## config.mk

```make
export PLATFORM = sky130hd
export DESIGN_NAME = boot_sequencer_flat
export DESIGN_NICKNAME = d
export VERILOG_FILES = /design/src/rtl/boot_sequencer_if.sv /design/src/rtl/boot_sequencer.sv /design/src/flat_wrapper.sv
export SDC_FILE = /design/constraint.sdc
export NUM_CORES = 1
export LEC_CHECK = 0
export ABC_AREA = 1
export CAP_MARGIN = 20
export CORE_MARGIN = 2
export CORE_UTILIZATION = 57
export CTS_CLUSTER_SIZE = 28
export DETAILED_ROUTE_END_ITERATION = 12
export GPL_ROUTABILITY_DRIVEN = 0
export GPL_TIMING_DRIVEN = 0
export PLACE_DENSITY = 0.85
export SYNTH_ARGS = -nofsm -noshare
export SYNTH_HDL_FRONTEND = slang
export SYNTH_SLANG_ARGS = --single-unit
```

## constraint.sdc

```tcl
create_clock -name clk_usb -period 1.7 [get_ports clk_usb]
set_input_delay 0.34 -clock clk_usb [delete_from_list [all_inputs] [get_ports clk_usb]]
set_output_delay 0.34 -clock clk_usb [all_outputs]
set_load 0.1 [all_outputs]
```

## src/rtl/boot_sequencer_if.sv

```systemverilog
// Request/response bundle between the boot sequencer and its controller.
// The controller drives the request side; the sequencer drives the registered status/fire side.
interface boot_sequencer_if #(
    parameter int IMAGE_W = 2
);
    logic               boot_req;
    logic [IMAGE_W-1:0] boot_image;
    logic               boot_cancel;
    logic               boot_ack;
    logic               busy;
    logic               programn;
    logic               warmboot_boot;
    logic [IMAGE_W-1:0] warmboot_sel;

    modport master (
        output boot_req, boot_image, boot_cancel,
        input  boot_ack, busy, programn, warmboot_boot, warmboot_sel
    );

    modport slave (
        input  boot_req, boot_image, boot_cancel,
        output boot_ack, busy, programn, warmboot_boot, warmboot_sel
    );
endinterface

```

## src/rtl/boot_sequencer.sv

```systemverilog
// Delayed reconfiguration trigger: accept a boot request, wait DELAY_CYCLES, then
// drive PROGRAMN low / warm-boot strobe for PULSE_CYCLES, optionally latching PROGRAMN low.
module boot_sequencer #(
    parameter int DELAY_CYCLES = 256,
    parameter int PULSE_CYCLES = 16,
    parameter int HOLD_MODE    = 1,
    parameter int IMAGE_W      = 2
) (
    input  logic             clk_usb,
    input  logic             reset,
    boot_sequencer_if.slave  bus
);
    typedef enum logic [1:0] {IDLE, ARMED, FIRE, HOLD} state_t;

    localparam logic [15:0] DLY_LD = 16'(DELAY_CYCLES - 1);
    localparam logic [15:0] PLS_LD = 16'(PULSE_CYCLES - 1);

    state_t             state, state_nx;
    logic [15:0]        cnt, cnt_nx;
    logic               ack_nx;
    logic [IMAGE_W-1:0] sel_nx;

    always_comb begin
        state_nx = state;
        cnt_nx   = cnt;
        ack_nx   = 1'b0;
        sel_nx   = bus.warmboot_sel;
        case (state)
            IDLE: begin
                // cancel beats a simultaneous request
                if (bus.boot_req && !bus.boot_cancel) begin
                    state_nx = ARMED;
                    cnt_nx   = DLY_LD;
                    sel_nx   = bus.boot_image;
                    ack_nx   = 1'b1;
                end
            end
            ARMED: begin
                if (bus.boot_cancel) begin
                    state_nx = IDLE;
                    cnt_nx   = '0;
                end else if (cnt == '0) begin
                    state_nx = FIRE;
                    cnt_nx   = PLS_LD;
                end else begin
                    cnt_nx = cnt - 16'd1;
                end
            end
            FIRE: begin
                if (cnt == '0) begin
                    state_nx = (HOLD_MODE != 0) ? HOLD : IDLE;
                end else begin
                    cnt_nx = cnt - 16'd1;
                end
            end
            HOLD:    state_nx = HOLD;
            default: state_nx = IDLE;
        endcase
    end

    // Outputs are decoded from the next state so they change on the same edge as the state.
    always_ff @(posedge clk_usb) begin
        if (reset) begin
            state             <= IDLE;
            cnt               <= '0;
            bus.boot_ack      <= 1'b0;
            bus.busy          <= 1'b0;
            bus.programn      <= 1'b1;
            bus.warmboot_boot <= 1'b0;
            bus.warmboot_sel  <= '0;
        end else begin
            state             <= state_nx;
            cnt               <= cnt_nx;
            bus.boot_ack      <= ack_nx;
            bus.busy          <= (state_nx != IDLE);
            bus.programn      <= !((state_nx == FIRE) || (state_nx == HOLD));
            bus.warmboot_boot <= (state_nx == FIRE);
            bus.warmboot_sel  <= sel_nx;
        end
    end
endmodule
```

## src/flat_wrapper.sv

```systemverilog
// flat-port wrapper written by rule: the top's interface ports become plain ports
module boot_sequencer_flat 
#(
    parameter int DELAY_CYCLES = 256,
    parameter int PULSE_CYCLES = 16,
    parameter int HOLD_MODE    = 1,
    parameter int IMAGE_W      = 2
)
  (clk_usb, reset, bus_boot_req, bus_boot_image, bus_boot_cancel, bus_boot_ack, bus_busy, bus_programn, bus_warmboot_boot, bus_warmboot_sel);
  boot_sequencer_if #(.IMAGE_W(IMAGE_W)) bus_i ();
  input  logic clk_usb;
  input  logic reset;
  input wire logic [$bits(bus_i.boot_req)-1:0] bus_boot_req;
  input wire logic [$bits(bus_i.boot_image)-1:0] bus_boot_image;
  input wire logic [$bits(bus_i.boot_cancel)-1:0] bus_boot_cancel;
  output wire logic [$bits(bus_i.boot_ack)-1:0] bus_boot_ack;
  output wire logic [$bits(bus_i.busy)-1:0] bus_busy;
  output wire logic [$bits(bus_i.programn)-1:0] bus_programn;
  output wire logic [$bits(bus_i.warmboot_boot)-1:0] bus_warmboot_boot;
  output wire logic [$bits(bus_i.warmboot_sel)-1:0] bus_warmboot_sel;
  assign bus_i.boot_req = bus_boot_req;
  assign bus_i.boot_image = bus_boot_image;
  assign bus_i.boot_cancel = bus_boot_cancel;
  assign bus_boot_ack = bus_i.boot_ack;
  assign bus_busy = bus_i.busy;
  assign bus_programn = bus_i.programn;
  assign bus_warmboot_boot = bus_i.warmboot_boot;
  assign bus_warmboot_sel = bus_i.warmboot_sel;
  boot_sequencer #(.DELAY_CYCLES(DELAY_CYCLES), .PULSE_CYCLES(PULSE_CYCLES), .HOLD_MODE(HOLD_MODE), .IMAGE_W(IMAGE_W)) u_core (.clk_usb(clk_usb), .reset(reset), .bus(bus_i));
endmodule
```

==> impl_metrics.csv, run 1 <==
group,metric,value,unit
setup_path,r2r_slack,100,ps
synthesis,yosysSeqAreaShare,0.334,
setup_path,critPathMaxStageDelay,390,ps
timing,fmax,625,MHz
detailed_routing,ant_nets,0,
timing,drv_slew,0,
global_route,overflow,0,
setup_path,crit_type,"reg -> reg",
floorplan,pin_count,12,
setup_path,worst-endpoint-required,1930,ps
cts,clkTransAtPathRegs,130,ps
detailed_routing,totalWireLength,2890,um
hold_path,worstHoldStart,"u_core.bus.warmboot_sel[1]",
cts,clock_sinks,24,
timing,clock_skew,3.77,ps
synthesis,netlist_top_cells_count,"nand2_1, nor2_1, inv_1",
global_route,grt_max_degree,15,
cts,htree_levels,1,
finish,post_layout_nonfiller_instances,256,
finish,syn_to_final_growth,16.9,%
detailed_routing,vias_per_cell,5.05,
hold_path,hold_end,"u_core.bus.warmboot_sel[1]",
floorplan,die_x,54.2,um
cts,cts_tree,"yes",
floorplan,rows,18,
synthesis,ys.flop_type,"dfxtp_1",
detailed_routing,drt_iter0_markers,27,
setup_path,worstPathCellList,"inv_1, ha_1, a21oi_4, nand2_4, inv_4, buf_6, nand3_2, nand2_1, nor2_2",
synthesis,synth.distinct_cells,24,
setup_path,crit_slowest_cell,"dfxtp_2",
finish,drive_above_1_share,0.177,
detailed_routing,dr.pass1.iters,5,
global_route,grt_pass1_vias,1141,
timing,layout_min_cycle_time,1600,ps
setup_path,setup.worst_path.start_class,"flip-flop",
synthesis,yosysMostFrequentCell,"nand2_1",
setup_path,cp_max_fo,10,
hold_path,hp-class,"reg -> reg",
timing,slew_headroom,0.640,
synthesis,syn_area,1440,um2
detailed_routing,wl_per_cell,11.3,um
cts,clk_path_buf_depth,2,
synthesis,syn_nets,221,
place,numPortBuffers,11,
synthesis,syn-instance-count,208,
flow_run,drv_cap,0,
synthesis,yosysTopAreaCell,"dfxtp_1",
setup_path,worstRegToRegCells,9,
cts,cts_buffers,3,
floorplan,die_area,2940,um2
timing,report.final.hold_viol_count,0,
pwr,peakVddDrop,1.33,mV
place,dpl-instance-area,1590,um2
pwr,p_per_area,1830,nW/um2
outcome,outcome,"finished, final reports clean",
finish,fin_area,1680,um2
cts,root_buffer,"clkbuf_4",
setup_path,timing.rr.start,"u_core.state[0]",
timing,worst_slew_pin_slew,543,ps
synthesis,syn_avg_cell_area,6.91,um2
setup_path,r2r-end,"u_core.cnt[11]",
floorplan,die_h,54.2,um
detailed_routing,drc_errors,0,
synthesis,ys_ff_latch,24,
finish,fin_nets,240,
pwr,p_leak,0.776,nW
synthesis,synth_edf_count,0,
synthesis,netlist_top_cells_area,"dfxtp_1, nand2_1, nor2_1",
place,dpl.cell_count,249,
timing,finalCritPeriodShare,0.941,
finish,utilization,0.691,
finish,diodes,0,
global_route,grt_first_pass_wirelength,4800,um
floorplan,core,2430,um2
cts,clk_latency,320,ps
detailed_routing,vias,1292,
timing,setup_viol,0,
floorplan,start_util,0.591,
global_route,grtUsageTotal,0.223,
synthesis,yosysTopAreaCellShare,0.334,
global_route,antenna_found_initial,0,
hold_path,hold_depth,2,
setup_path,critPathArrivalTime,1830,ps
place,post-dp-hpwl,2140,um
synthesis,synthArstFlopShare,0,
timing,fin_tns_setup,0,ps
setup_path,setup.worst_path.end_class,"flip-flop",
synthesis,ys_warn_count,0,
[repair_timing]
item                                    4_1_cts  5_1_grt
setup buffers                                 1        2
hold buffers                                  0        0
gates resized for setup                      19        4
endpoints found under the setup margin       22       15
pin swaps                                     1        2
[worst max-delay path by stage]
stage               startpoint               to  slack, ps  cells after the start
2_1_floorplan  u_core.state[0]   u_core.cnt[11]        160                      9
3_3_place_gp   bus_boot_cancel   u_core.cnt[11]       -210                     10
3_5_place_dp   bus_boot_cancel   u_core.cnt[11]       -220                     10
4_1_cts          u_core.cnt[0]    u_core.cnt[5]         50                     10
5_1_grt          u_core.cnt[0]  u_core.bus.busy        -10                      9
6_report       u_core.state[0]   u_core.cnt[11]        100                      9
[power by group]
group	leakage, nW	internal, W	switching (W)
combinational	0.550	0.000568	0.00123
sequential	0.198	0.000724	0.000134
clock	0.0279	0.000238	0.000176
total	0.776	0.00153	0.00154
[worst max-delay path: cells and delay by family (launching register included)]
family	cells	cell delay, ps
DFF	1	390
buffers and inverters	3	380
and+or+nand+nor	4	250
AOI/OAI and AO/OA	1	210
adders and majority gates	1	270
[metrics by stage]
step,total power [W],setup slack [ps],hold WS [ps]
6_report,0.00307,101,475
3_3_place_gp,0.00257,-206,451
5_1_grt,0.00330,-13.4,502
3_5_place_dp,0.00261,-224,460
4_1_cts,0.00306,46.4,480
2_1_floorplan,0.00228,160,409
[cell families (layout without fill, tap and decap cells)]
| group | after synthesis | after routing | share of synthesized area |
|---|---|---|---|
| AO/OA/AOI/OAI | 24 | 24 | 0.0975 |
| XOR/XNOR | 4 | 4 | 0.0244 |
| adder cells (fa/ha/maj) | 7 | 7 | 0.0609 |
| buffers and inverters | 32 | 50 | 0.0905 |
| flip-flops | 24 | 24 | 0.334 |
| AND/OR/NAND/NOR | 117 | 117 | 0.393 |
[placed cells by master (no fill, tap or decap), types with 6 or more instances in the layout]
| cell | count |
|---|---|
| o21ai_1 | 7 |
| clkdlybuf4s15_2 | 6 |
| nand2_1 | 40 |
| nor2_2 | 6 |
| nand4_1 | 8 |
| nor2_1 | 37 |
| nand3_1 | 13 |
| ha_1 | 7 |
| a21oi_1 | 6 |
| inv_1 | 29 |
| o21ai_0 | 6 |
| dfxtp_1 | 22 |
[layer usage]
| layer | up-vias | global-route usage | part of all wire |
|---|---|---|---|
| li1 | 693 | - | - |
| met1 | 566 | 0.298 | 0.48 |
| met2 | 26 | 0.367 | 0.48 |
| met3 | 7 | 0.0246 | 0.025 |
| met4 | 0 | 0.0833 | 0.018 |
| met5 | - | 0 | 0 |
[sequential cells by signal (all words and copies together) (netlist names)]
name	count
u_core.bus.busy	1
u_core.bus.programn	1
u_core.bus.warmboot_sel	2
u_core.cnt	16
u_core.state	2
u_core.bus.boot_ack	1
u_core.bus.warmboot_boot	1
[layout make-up]
type | count | area, um2
multi-input cells | 152 | 837
fillers | 207 | 752
flip-flops and latches | 24 | 483
repair buffers | 14 | 140
inverters | 31 | 119
well taps | 30 | 37.5
clock inverters | 1 | 30.0
clock buffers | 3 | 22.5
plain buffers | 1 | 11.3
(Power assumes the default switching activity.)
==> run 2: changes to the inputs <==
Settings changed: CORE_UTILIZATION 57 to 50, PLACE_DENSITY 0.85 to 0.76.
==> run 2 against run 1 <==
Sequential power about the same. Sequential share of layout area up 0.054 points. Clock skew is 14 ps higher. First-iteration DRC count increased by 59%.
==> impl_metrics.csv, run 2 (synthesis gave the netlist of run 1 again) <==
group,metric,value,unit
pwr,p_leak,0.771,nW
global_route,grt_pass1_vias,1154,
global_route,grt_first_pass_wirelength,4810,um
setup_path,timing.rr.start,"u_core.state[1]",
finish,mostFrequentLayoutCells,"nand2_1, nor2_1, inv_1",
cts,clock_sinks,24,
cts,clkTransAtPathRegs,140,ps
detailed_routing,wl_per_cell,10.8,um
setup_path,critPathArrivalTime,1820,ps
setup_path,worstRegToRegCells,9,
global_route,overflow,0,
finish,fin_nets,241,
setup_path,setup.worst_path.start,"u_core.state[1]",
detailed_routing,vias_per_cell,5.04,
flow_run,drv_cap,0,
cts,clk_latency,320,ps
global_route,antenna_found_initial,0,
floorplan,die_h,57.6,um
detailed_routing,vias,1294,
timing,slew_headroom,0.639,
place,post-dp-hpwl,2070,um
setup_path,path_buf_inv,4,
finish,drive_above_1_share,0.177,
timing,layout_min_cycle_time,1570,ps
pwr,p_per_area,1760,nW/um2
finish,syn_to_final_growth,16.4,%
finish,diodes,0,
setup_path,crit_type,"reg -> reg",
pwr,peakVddDrop,0.959,mV
setup_path,r2r_slack,130,ps
floorplan,core,2730,um2
timing,clock_skew,17.9,ps
finish,largest_reg_flops,16,
setup_path,r2r-end,"u_core.cnt[4]",
floorplan,start_util,0.526,
setup_path,setup.worst_path.start_class,"flip-flop",
setup_path,crit_end,"u_core.cnt[4]",
floorplan,pin_count,12,
setup_path,crit_path_frequent_cell,"inv_1",
place,dpl-instance-area,1590,um2
timing,finalCritPeriodShare,0.924,
setup_path,cp.depth,9,
finish,fill_cells,266,
floorplan,rows,19,
setup_path,cpLargestDelayFamily,"buffers and inverters",
setup_path,cp_max_fo,10,
detailed_routing,drt_iter0_markers,43,
finish,utilization,0.612,
cts,root_buffer,"clkbuf_4",
hold_path,hp-class,"reg -> reg",
setup_path,worstPathCellList,"inv_1, ha_1, a21oi_4, nand2_4, inv_4, buf_6, nand3_2, nand2_1, inv_1",
finish,final_common_cell,"nand2_1",
cts,clk_path_buf_depth,2,
finish,reg_top3,"u_core.cnt: 16 flops, u_core.bus.warmboot_sel: 2 flops, u_core.state: 2 flops",
timing,report.final.hold_viol_count,0,
global_route,grt_max_degree,13,
setup_path,critPathMaxStageDelay,400,ps
timing,drv_slew,0,
detailed_routing,ant_nets,0,
cts,cts_tree,"yes",
timing,rsz0062_at_grt,"false",
finish,regMostFlops,"u_core.cnt",
floorplan,die_area,3320,um2
place,numPortBuffers,11,
cts,htree_levels,1,
detailed_routing,drc_errors,0,
finish,fin_area,1670,um2
floorplan,die_x,57.6,um
pwr,power,0.00294,W
setup_path,worst-endpoint-required,1950,ps
cts,cts_buffers,3,
timing,fmax,637,MHz
outcome,outcome,"finished, final reports clean",
setup_path,setup.worst_path.end_class,"flip-flop",
global_route,grtUsageTotal,0.186,
timing,worst_slew_pin_slew,545,ps
detailed_routing,dr.pass1.iters,6,
detailed_routing,totalWireLength,2780,um
timing,setup_viol,0,
setup_path,crit_slowest_cell,"dfxtp_1",
[run 2: cell count changes in the layout (fill, tap and decap cells not counted), sizes merged]
| cell | before | now |
|---|---|---|
| bufinv | 1 | 0 |
| buf | 4 | 5 |
[run 2: metrics by stage]
step / hold slack, ps / cells / worst slack [ps] / setup TNS (ps)
3_3_place_gp: 452 / 250 / -220 / -3000
6_report: 466 / 257 / 130 / 0
3_5_place_dp: 451 / 250 / -228 / -3120
2_1_floorplan: 409 / 208 / 160 / 0
4_1_cts: 470 / 255 / 63.6 / 0
5_1_grt: 510 / 257 / 9.75 / 0
[run 2: worst min path at each step]
stage | slack (ps) | depth (start not counted) | start | to
final | 470 | 2 | u_core.bus.warmboot_sel[1] | u_core.bus.warmboot_sel[1]
after CTS | 470 | 2 | u_core.bus.warmboot_sel[1] | u_core.bus.warmboot_sel[1]
after detailed placement | 450 | 2 | u_core.bus.warmboot_sel[1] | u_core.bus.warmboot_sel[1]
after global routing | 510 | 2 | u_core.bus.warmboot_sel[0] | u_core.bus.warmboot_sel[0]
after global placement | 450 | 2 | u_core.bus.warmboot_sel[0] | u_core.bus.warmboot_sel[0]
after floorplan | 410 | 1 | reset | u_core.bus.warmboot_sel[0]
[run 2: what timing repair did]
action / 4_1_cts / 5_1_grt
setup endpoints to repair: 22 / 13
pin swaps: 1 / 2
resized for setup: 19 / 4
setup buffers: 2 / 2
hold buffers: 0 / 0
[run 2: tightest hold or removal path, cell delays in order (launching register included)]
cell,delay (ps)
dfxtp_1,330
nand2_1,60
a21oi_1,50
[run 2: report_power, final]
part	total [W]	leakage, nW	switching (W)	internal [W]
Clock	0.000255	0.0138	0.000172	0.0000830
Combinational	0.00182	0.560	0.00122	0.000606
Sequential	0.000858	0.197	0.000135	0.000723
[run 2: area by class of cell]
class / count / area (um2) / share of cell area
sequential: 24 / 482 / 0.288
timing repair buffer: 15 / 160 / 0.0957
inverter: 31 / 119 / 0.0711
tap: 31 / 38.8 / 0.0232
multi-input combinational: 152 / 840 / 0.502
buffer: 1 / 11.3 / 0.00673
clock buffer: 3 / 22.5 / 0.0135
[run 2: routing by layer]
layer	vias up	part of all wire	GRT usage
met5	-	0	0
met4	0	0.019	0.0963
met3	7	0.047	0.0223
met2	24	0.43	0.281
met1	570	0.50	0.261
li1	693	-	-
==> run 3: changes to the inputs <==
Settings changed: CTS_CLUSTER_DIAMETER set to 80, PLACE_DENSITY 0.76 to not set, PLACE_DENSITY_LB_ADDON set to 0.2.
==> run 3 against run 2 <==
First-iteration DRC count decreased by 28%. Via count increased by 6.5%. Critical path type unchanged. Setup slack got worse by 54 ps. Cell area increased by 0.15%. Die area unchanged. Critical path depth decreased by 1.
==> impl_metrics.csv, run 3 (synthesis gave the netlist of run 1 again) <==
group,metric,value,unit
detailed_routing,vias_per_cell,5.34,
setup_path,crit_type,"reg -> reg",
timing,drv_slew,0,
finish,reg_top3,"u_core.cnt: 16 flops, u_core.bus.warmboot_sel: 2 flops, u_core.state: 2 flops",
pwr,p_leak,0.772,nW
setup_path,cp_max_fo,10,
cts,htree_levels,1,
hold_path,hp-class,"reg -> reg",
timing,clock_skew,3.16,ps
global_route,overflow,0,
detailed_routing,vias,1378,
floorplan,rows,19,
place,preCtsSetupSlack,-267,ps
timing,layout_min_cycle_time,1620,ps
cts,cts_buffers,3,
finish,final_common_cell,"nand2_1",
setup_path,timing.rr.start,"u_core.state[0]",
cts,cts_tree,"yes",
finish,largest_reg_flops,16,
floorplan,start_util,0.526,
finish,diodes,0,
place,numPortBuffers,11,
global_route,grt_first_pass_wirelength,5460,um
cts,clkTransAtPathRegs,130,ps
timing,worst_slew_pin_slew,555,ps
cts,root_buffer,"clkbuf_4",
global_route,antenna_found_initial,0,
global_route,grtUsageTotal,0.205,
finish,mostFrequentLayoutCells,"nand2_1, nor2_1, inv_1",
timing,finalCritPeriodShare,0.955,
finish,syn_to_final_growth,16.5,%
pwr,p_per_area,1790,nW/um2
hold_path,worstHoldStart,"u_core.bus.warmboot_sel[1]",
cts,clock_sinks,24,
detailed_routing,wl_per_cell,12.0,um
setup_path,worst-endpoint-required,1960,ps
finish,fin_nets,241,
cts,clk_latency,310,ps
flow_run,drv_cap,0,
detailed_routing,drc_errors,0,
detailed_routing,dr.pass1.iters,4,
setup_path,setup.worst_path.start,"u_core.state[0]",
timing,worst_slack,75.9,ps
detailed_routing,ant_nets,0,
floorplan,die_h,57.6,um
place,post-dp-hpwl,2350,um
finish,drive_above_1_share,0.185,
timing,setup_viol,0,
timing,timing.hold.ws,475,ps
outcome,outcome,"finished, final reports clean",
detailed_routing,totalWireLength,3090,um
global_route,grt_max_degree,14,
timing,fmax,616,MHz
floorplan,core,2730,um2
timing,report.final.hold_viol_count,0,
setup_path,critPathArrivalTime,1880,ps
setup_path,setup.worst_path.end_class,"flip-flop",
finish,utilization,0.613,
pwr,peakVddDrop,1.18,mV
setup_path,setup.worst_path.start_class,"flip-flop",
pwr,power,0.00299,W
cts,clk_path_buf_depth,2,
global_route,grt_pass1_vias,1319,
floorplan,die_x,57.6,um
finish,regMostFlops,"u_core.cnt",
detailed_routing,drt_iter0_markers,31,
floorplan,pin_count,12,
floorplan,die_area,3320,um2
timing,slew_headroom,0.632,
[run 3: power breakdown]
part | internal, W | leakage [nW] | switching [W]
combinational | 0.000587 | 0.553 | 0.00124
clock | 0.000131 | 0.0210 | 0.000166
sequential | 0.000724 | 0.198 | 0.000142
total | 0.00144 | 0.772 | 0.00155
[run 3: worst paths after layout]
| check | endpoint | slack [ps] | cells past startpoint |
|---|---|---|---|
| max | u_core.cnt[12] | 80 | 8 |
| min | u_core.bus.warmboot_sel[1] | 480 | 2 |
| max reg2reg | u_core.cnt[12] | 80 | 8 |
| min reg2reg | u_core.bus.warmboot_sel[1] | 480 | 2 |
[run 3: metrics by stage]
stage / instances / TNS, ps / area (um2)
finish: 258 / 0 / 1680
global route: 258 / -8.60 / 1680
CTS: 256 / 0 / 1650
detailed placement: 250 / -3760 / 1590
global placement: 250 / -3200 / 1590
floorplan: 208 / 0 / 1440
[run 3: timing repair]
action / 4_1_cts / 5_1_grt
pin swaps: 1 / 3
buffers inserted: 2 / 2
endpoints found under the hold margin: 0 / 0
resized for setup: 20 / 4
hold buffers: 0 / 0
endpoints found under the setup margin: 22 / 15
[run 3: area by class of cell]
cell class                      count  area (um2)
Timing Repair Buffer               15         148
Multi-Input combinational cell    152         840
Buffer                              1        11.3
Sequential cell                    24         483
Tap cell                           31        38.8
Inverter                           31         119
Fill cell                         247        1060
Clock buffer                        4        36.3
[run 3: critical path, cell delays in order (launching register included)]
cell and delay [ps]:
dfxtp_2 390, inv_1 100, ha_2 240, a21oi_4 230
nand2_4 100, inv_4 130, buf_6 170, nand2_1 80
a21oi_2 130
[run 3: layer usage]
metal / track usage / up-vias / wire [um]
li1: - / 703 / -
met1: 0.251 / 652 / 1420
met2: 0.365 / 18 / 1560
met3: 0.0201 / 5 / 67
met4: 0.0864 / 0 / 40
met5: 0 / - / 0
